<file path="config.mk">
export PLATFORM = sky130hd
export DESIGN_NAME = snn_timestep_sequencer
export DESIGN_NICKNAME = d
export VERILOG_FILES = /design/src/rtl/snn_timestep_sequencer.sv
export SDC_FILE = /design/constraint.sdc
export NUM_CORES = 1
export LEC_CHECK = 0
export BUFFER_PORTS_ARGS = -buffer_cell sky130_fd_sc_hd__buf_2
export CORE_AREA = 2 2 93 95
export DETAILED_ROUTE_END_ITERATION = 10
export DIE_AREA = 0 0 95 97
export GPL_TIMING_DRIVEN = 0
export HOLD_SLACK_MARGIN = 0.15
export MAX_ROUTING_LAYER = met4
export PLACE_DENSITY = 0.71
export SLEW_MARGIN = 40
export SYNTH_ARGS = -nofsm -noshare
export SYNTH_HDL_FRONTEND = slang
export SYNTH_SLANG_ARGS = --single-unit
</file>
<file path="constraint.sdc">
create_clock -name S_AXI_ACLK -period 2.8 [get_ports S_AXI_ACLK]
set_input_delay 0.28 -clock S_AXI_ACLK [delete_from_list [all_inputs] [get_ports S_AXI_ACLK]]
set_output_delay 0.28 -clock S_AXI_ACLK [all_outputs]
set_load 0.005 [all_outputs]
</file>
<file path="src/rtl/snn_timestep_sequencer.sv">
// ============================================================================
// snn_timestep_sequencer: runs one SNN inference as num_ts timesteps with clear/step/wait/settle
// Optional macro: SNN_SEQ_ABORT_EN (ctrl[1] abort). Revision 1.0
// ============================================================================
`default_nettype none

module snn_timestep_sequencer #(
  parameter int CLEAR_CYCLES = 4,
  parameter int TIMEOUT_W    = 10
) (
  input  logic        S_AXI_ACLK,
  input  logic        S_AXI_ARESETN,
  input  logic [31:0] ctrl,
  input  logic        net_step_done,
  output logic        net_clear,
  output logic        net_step,
  output logic [7:0]  timestep,
  output logic        busy,
  output logic        done_irq,
  output logic [31:0] status
);

  localparam int CW = $clog2(CLEAR_CYCLES + 1);

  localparam logic [2:0] S_IDLE   = 3'd0;
  localparam logic [2:0] S_CLEAR  = 3'd1;
  localparam logic [2:0] S_STEP   = 3'd2;
  localparam logic [2:0] S_WAIT   = 3'd3;
  localparam logic [2:0] S_SETTLE = 3'd4;
  localparam logic [2:0] S_DONE   = 3'd5;

  logic [2:0]           state;
  logic                 ctrl0_q;
  logic [7:0]           num_ts_q;
  logic [7:0]           settle_q;
  logic [CW-1:0]        clr_cnt;
  logic [7:0]           settle_cnt;
  logic [TIMEOUT_W-1:0] watchdog;
  logic                 done_flag;
  logic                 timeout_flag;
  logic                 aborted_flag;

  logic                 start;
  logic                 last_ts;
  logic [TIMEOUT_W-1:0] wd_next;
  logic                 wd_expire;
  logic                 abort_req;

  assign start     = ctrl[0] & ~ctrl0_q;
  assign last_ts   = (timestep == num_ts_q - 8'd1);
  assign wd_next   = watchdog + TIMEOUT_W'(1);
  assign wd_expire = &wd_next;

`ifdef SNN_SEQ_ABORT_EN
  assign abort_req = ctrl[1] && (state != S_IDLE) && (state != S_DONE);
  logic unused_ctrl;
  assign unused_ctrl = ^{ctrl[31:24], ctrl[7:2]};
`else
  assign abort_req = 1'b0;
  logic unused_ctrl;
  assign unused_ctrl = ^{ctrl[31:24], ctrl[7:1]};
`endif

  assign net_clear = (state == S_CLEAR);
  assign net_step  = (state == S_STEP);
  assign busy      = (state != S_IDLE);
  assign status    = {12'b0, aborted_flag, timeout_flag, done_flag, busy,
                      5'b0, state, timestep};

  always_ff @(posedge S_AXI_ACLK) begin
    if (!S_AXI_ARESETN) begin
      state        <= S_IDLE;
      ctrl0_q      <= 1'b0;
      num_ts_q     <= 8'd0;
      settle_q     <= 8'd0;
      clr_cnt      <= '0;
      settle_cnt   <= 8'd0;
      watchdog     <= '0;
      done_flag    <= 1'b0;
      timeout_flag <= 1'b0;
      aborted_flag <= 1'b0;
      timestep     <= 8'd0;
      done_irq     <= 1'b0;
    end else begin
      ctrl0_q  <= ctrl[0];
      done_irq <= 1'b0;
      if (abort_req) begin
        // Abort outranks a same-cycle net_step_done or watchdog expiry.
        state        <= S_IDLE;
        aborted_flag <= 1'b1;
        done_flag    <= 1'b0;
      end else begin
        case (state)
          S_IDLE: begin
            if (start) begin
              num_ts_q     <= ctrl[15:8];
              settle_q     <= ctrl[23:16];
              done_flag    <= 1'b0;
              timeout_flag <= 1'b0;
              aborted_flag <= 1'b0;
              timestep     <= 8'd0;
              clr_cnt      <= CW'(CLEAR_CYCLES - 1);
              state        <= (ctrl[15:8] == 8'd0) ? S_DONE : S_CLEAR;
            end
          end
          S_CLEAR: begin
            if (clr_cnt == '0) state <= S_STEP;
            else               clr_cnt <= clr_cnt - CW'(1);
          end
          S_STEP: begin
            watchdog <= '0;
            state    <= S_WAIT;
          end
          S_WAIT: begin
            watchdog <= wd_next;
            if (net_step_done) begin
              if (settle_q != 8'd0) begin
                settle_cnt <= settle_q - 8'd1;
                state      <= S_SETTLE;
              end else if (last_ts) begin
                state <= S_DONE;
              end else begin
                timestep <= timestep + 8'd1;
                state    <= S_STEP;
              end
            end else if (wd_expire) begin
              timeout_flag <= 1'b1;
              state        <= S_DONE;
            end
          end
          S_SETTLE: begin
            if (settle_cnt != 8'd0) begin
              settle_cnt <= settle_cnt - 8'd1;
            end else if (last_ts) begin
              state <= S_DONE;
            end else begin
              timestep <= timestep + 8'd1;
              state    <= S_STEP;
            end
          end
          S_DONE: begin
            // The irq/flag register lands the cycle after DONE, when the FSM is back in IDLE.
            done_irq  <= 1'b1;
            done_flag <= 1'b1;
            state     <= S_IDLE;
          end
          default: state <= S_IDLE;
        endcase
      end
    end
  end

endmodule

`default_nettype wire

</file>
# After elaboration in Yosys (flattened, before gate mapping)
# Cells that the tools add are included.
# totals
register_bits	52
# classes
reduce_logical	20
n_eq_ne	17
bitwise	2
n_mux	29
addsub	6
# op_table
operator	n
2-to-1 mux 8 bit	8
2-to-1 mux 3 bit	10
one-hot mux 8 bit (3 select lines)	1
subtractor 8 x 1 -> 8 bit, second input constant	3
one-hot mux 10 bit (2 select lines)	1
inequality test 2 bit, second input constant	9
one-hot mux 8 bit (2 select lines)	1
nonzero test 8 bit	2
one-hot mux 3 bit (5 select lines)	1
AND reduction 4 bit	3
adder 10 x 1 -> 10 bit, second input constant	1
AND reduction 10 bit	1
nonzero test 2 bit	5
adder 8 x 1 -> 8 bit, second input constant	1
equality test 8 bit	1
logical NOT 8 bit	1
equality test 3 x 2 -> 1 bit, second input constant	2
equality test 3 bit, second input constant	2
logical NOT 3 bit	2
one-hot mux 3 bit (2 select lines)	1
nonzero test 3 bit	2
AND reduction 5 bit	1
2-to-1 mux 1 bit	4
one-hot mux 1 bit (2 select lines)	2
other kinds (8)	9

# Logic depth before layout (Yosys ltp)
# depth
word_depth	6
depth_mapped	10

# Worst setup path before layout
# Ideal clock, no wire load.
# synth_timing
kind	register to register
start	register state[1]
end	register settle_cnt[6]
setup_time_ps	74
stages_incl_launch_ff	11
path_slack_ps	343
required_time_ps	2726
arrival_ps	2382
n_path_buf	2
path_cell_list	dfxtp_1 -> clkbuf_1 -> nor2_1 -> nand2_1 -> clkbuf_1 -> mux2i_1 -> ha_1 -> o21a_1 -> o21a_1 -> or3_1 -> a31oi_1
# synth_between
elab_chain_len	3
# synth_lines
item	line_no	source
start: declaration	32	logic [2:0] state;
start signal: assignment	103	state <= (ctrl[15:8] == 8'd0) ? S_DONE : S_CLEAR;
equality test 3 bit / equality test 3 x 2 -> 1 bit (equally long branches)	93	case (state)
inequality test 2 bit (no line) / nonzero test 2 bit (equally long branches)	-	
AND reduction 4 bit (no line)	-	
end signal: assignment	118	settle_cnt <= settle_q - 8'd1;
end signal: assignment	133	settle_cnt <= settle_cnt - 8'd1;
end: declaration	37	logic [7:0] settle_cnt;
# Several ways; a longest one is shown, not always the timed one.
# A chain may end at the register's enable or synchronous reset.

# Final worst setup path
# layout_timing
start	register settle_cnt[0]
end	register timestep[5]
# layout_between
elab_chain_len	3
# layout_lines
item	line_no	source
nonzero test 8 bit	132	if (settle_cnt != 8'd0) begin
inequality test 2 bit (no line)	-	
AND reduction 5 bit (no line)	-	
end signal: assignment	123	timestep <= timestep + 8'd1;
end signal: assignment	137	timestep <= timestep + 8'd1;
end: declaration	17	output logic [7:0] timestep,
# No other way between the ends.

==> out/summary.txt <==
Post-Syn Area -> 0.00320 mm^2
Comb power frac -> 37.1%
Post-synth EDFFs -> 0
Setup crit end kind -> flip-flop
Worst-path clk slew -> 0.10 ns
# H-tree levels -> 2
Pwr dens -> 605 mW/mm^2
Int Pwr -> 1.42 mW
Die Footprint -> 0.00922 mm^2
Register area -> 0.00104 mm^2
# DRC -> 0
Arr. time, crit path -> 2.89 ns
Tcrit/Tclk final -> 94.2%
Gr usage total -> 17.2%
Die Y -> 97 um
Wire per inst -> 12.9 um
Post-layout instance area -> 0.00375 mm^2
Synth top cells by count -> nand2_1 (61), dfxtp_1 (52), a21oi_1 (37)
Crit path max-delay family -> simple AND/OR/NAND/NOR gates
Drt first pass iters -> 4
Count leader, synth -> nand2_1
Worst Path Max Fanout -> 10
Hpwl dp -> 5850 um
IO Pins -> 79
CTS tree -> yes
Hold Path Class -> in2reg
Worst slew pin tran -> 0.652 ns
Area contributors post-synth -> dfxtp_1 (33%), nand2_1 (7.2%), buf_4 (6.8%)
CP Cell Sequence -> or4_4 -> or4_4 -> o32ai_4 -> o21ai_2 -> clkbuf_1 -> nor4_2 -> a22oi_1 -> a21oi_1
Critical path class -> reg2reg
Post-layout min period -> 2.64 ns
Area of the multi-input gates -> 0.00189 mm^2
Vias per Instance -> 5.17
Antenna viol nets, final -> 0
Clk network pwr share -> 23.4%
Layout net count -> 533
First-pass GRT wire length -> 12700 um
Achievable Freq -> 379 MHz
Seq/Total Area, Yosys -> 32.5%
Initial Util -> 39.4%
Post-Syn Instances -> 424
Pin count of the biggest net entering global routing -> 18
Worst Path Required -> 3.05 ns
Final Max Slew Viols -> 0
Die W -> 95 um
ANT cells -> 0
Peak supply drop -> 0.286 mV
Top-area cell type share of the netlist area -> 32.5%
Clock latency on the worst-skew pair -> 0.31 ns
Sequential share of power -> 39.5%
LEAKAGE -> 1.54 nW
Synthesized flop and latch total -> 52
Synth unique cells -> 56
Final WS setup -> 0.162 ns
Clock Sinks -> 52
Slowest stage cell, crit path -> or4_4
CTS Root Cell -> clkbuf_8
Max Clock Skew -> 0.00893 ns
Vias in the first global route -> 2764
Inserted Clock Buffers -> 5
Placed insts -> 590
Total core area -> 0.00813 mm^2
Avg Inst Size Synth -> 7.55 um^2
Buffers plus inverters on the worst setup path -> 1
Pre-CTS setup slack -> -0.288 ns
# setup viols final -> 0
Final hold vios -> 0
Min Hold Slack -> 0.195 ns
Leading area contributor after synthesis -> dfxtp_1
Asr flop ratio synth -> 0%
Status -> finished clean
Vias after detailed routing -> 3084
Unrepaired setup endpoints after global routing -> false
Main synth FF type -> dfxtp_1
Final wirelength -> 7720 um
Hold Buf Count CTS -> 0
Initial antenna violation count -> 0
Sw power -> 844 uW
Cell Rows -> 33
Share of cells above drive strength 1 -> 20.5%
Fill count -> 824
Worst relative slew slack -> 56.4%
Port Buf Inserts -> 44
Final std cells w/o fill -> 597
Final total power -> 2.27 mW
Max_cap viols -> 0
Switching Share -> 37.2%
Final Util -> 46.1%
CP dominant cell by count -> or4_4
Critical Path Source Type -> flip-flop
Yosys warnings -> 0
1st-iter DRT viols -> 126
CTS Buffer Depth -> 2
Area grow syn2layout -> 17.1%
RD Place Congestion -> 0.892
CP max stage delay -> 0.57 ns
Total gr overflow -> 0
Dpl cell area -> 0.00362 mm^2
Setup_tns -> 0 ns
state kept, by name, indices dropped and copies added, names as in the netlist:
name          flops
timeout_flag      1
ctrl0_q           1
clr_cnt           3
settle_cnt        8
done_irq          1
state             3
num_ts_q          8
watchdog         10
done_flag         1
timestep          8
settle_q          8
placed cells by master, fill, tap and decap left out, types with 4 or more instances in the layout:
| master | count |
|---|---|
| a211oi_1 | 4 |
| a21oi_1 | 37 |
| a22oi_1 | 6 |
| a31oi_1 | 11 |
| and2_1 | 4 |
| buf_2 | 46 |
| buf_4 | 29 |
| clkbuf_1 | 16 |
| clkbuf_8 | 5 |
| conb_1 | 18 |
| dfxtp_1 | 52 |
| ha_1 | 7 |
| inv_1 | 11 |
| mux2i_1 | 6 |
| nand2_1 | 61 |
| nand3_1 | 12 |
| nand4_1 | 6 |
| nor2_1 | 31 |
| nor3_1 | 22 |
| nor4_1 | 6 |
| o211ai_1 | 4 |
| o21ai_0 | 17 |
| or3_1 | 4 |
| or4_1 | 4 |
| xnor2_1 | 9 |
| xor2_1 | 8 |
power groups by stage:
| stage | Combinational (mW) | Clock [mW] | Sequential, mW |
|---|---|---|---|
| 6_report | 0.841 | 0.532 | 0.896 |
| 5_1_grt | 0.943 | 0.574 | 0.908 |
| 4_1_cts | 0.849 | 0.550 | 0.882 |
| 3_5_place_dp | 0.839 | 0 | 0.900 |
| 3_3_place_gp | 0.819 | 0 | 0.894 |
| 2_1_floorplan | 0.633 | 0 | 0.881 |
final cells by class:
| type | instances | area share [%] |
|---|---|---|
| Buffer | 51 | 8.17 |
| Clock buffer | 5 | 1.84 |
| Clock inverter | 3 | 1.23 |
| Inverter | 13 | 1.33 |
| Multi-Input combinational cell | 324 | 50.3 |
| Sequential cell | 52 | 27.8 |
| Tap cell | 105 | 3.50 |
| Timing Repair Buffer | 44 | 5.87 |
worst reg2reg max path: stages, from the launching register on:
cell,delay [ns]
dfxtp_1,0.35
or4_4,0.57
or4_4,0.48
o32ai_4,0.26
o21ai_2,0.11
clkbuf_1,0.25
nor4_2,0.31
a22oi_1,0.09
a21oi_1,0.17
final timing paths:
check	cells after the start	to	from	slack (ns)
setup / recovery	8	timestep[5]	settle_cnt[0]	0.16
hold / removal	2	ctrl0_q	ctrl[0]	0.20
setup reg to reg	8	timestep[5]	settle_cnt[0]	0.16
hold reg to reg	1	clr_cnt[0]	clr_cnt[0]	0.48
repair_timing:
item                       4_1_cts  5_1_grt
setup endpoints to repair        7       11
gates resized for setup          4        6
setup buffers                    0        0
cloned                           0        0
cell families after synthesis:
group / share of synthesized area [%]
AOI/OAI and AO/OA: 21.1
adders and majority gates: 2.74
other: 0.117
buffers and inverters: 11.1
and+or+nand+nor: 25.9
muxes: 1.88
xor gates and xnor gates: 4.65
DFF: 32.5
layer usage:
metal	global-route usage (%)	share of wire, %
met5	-	0
met4	5.24	0.96
met3	2.49	4.9
met2	27.0	47
met1	22.9	47
No activity file was read; power rests on OpenSTA's default activity.
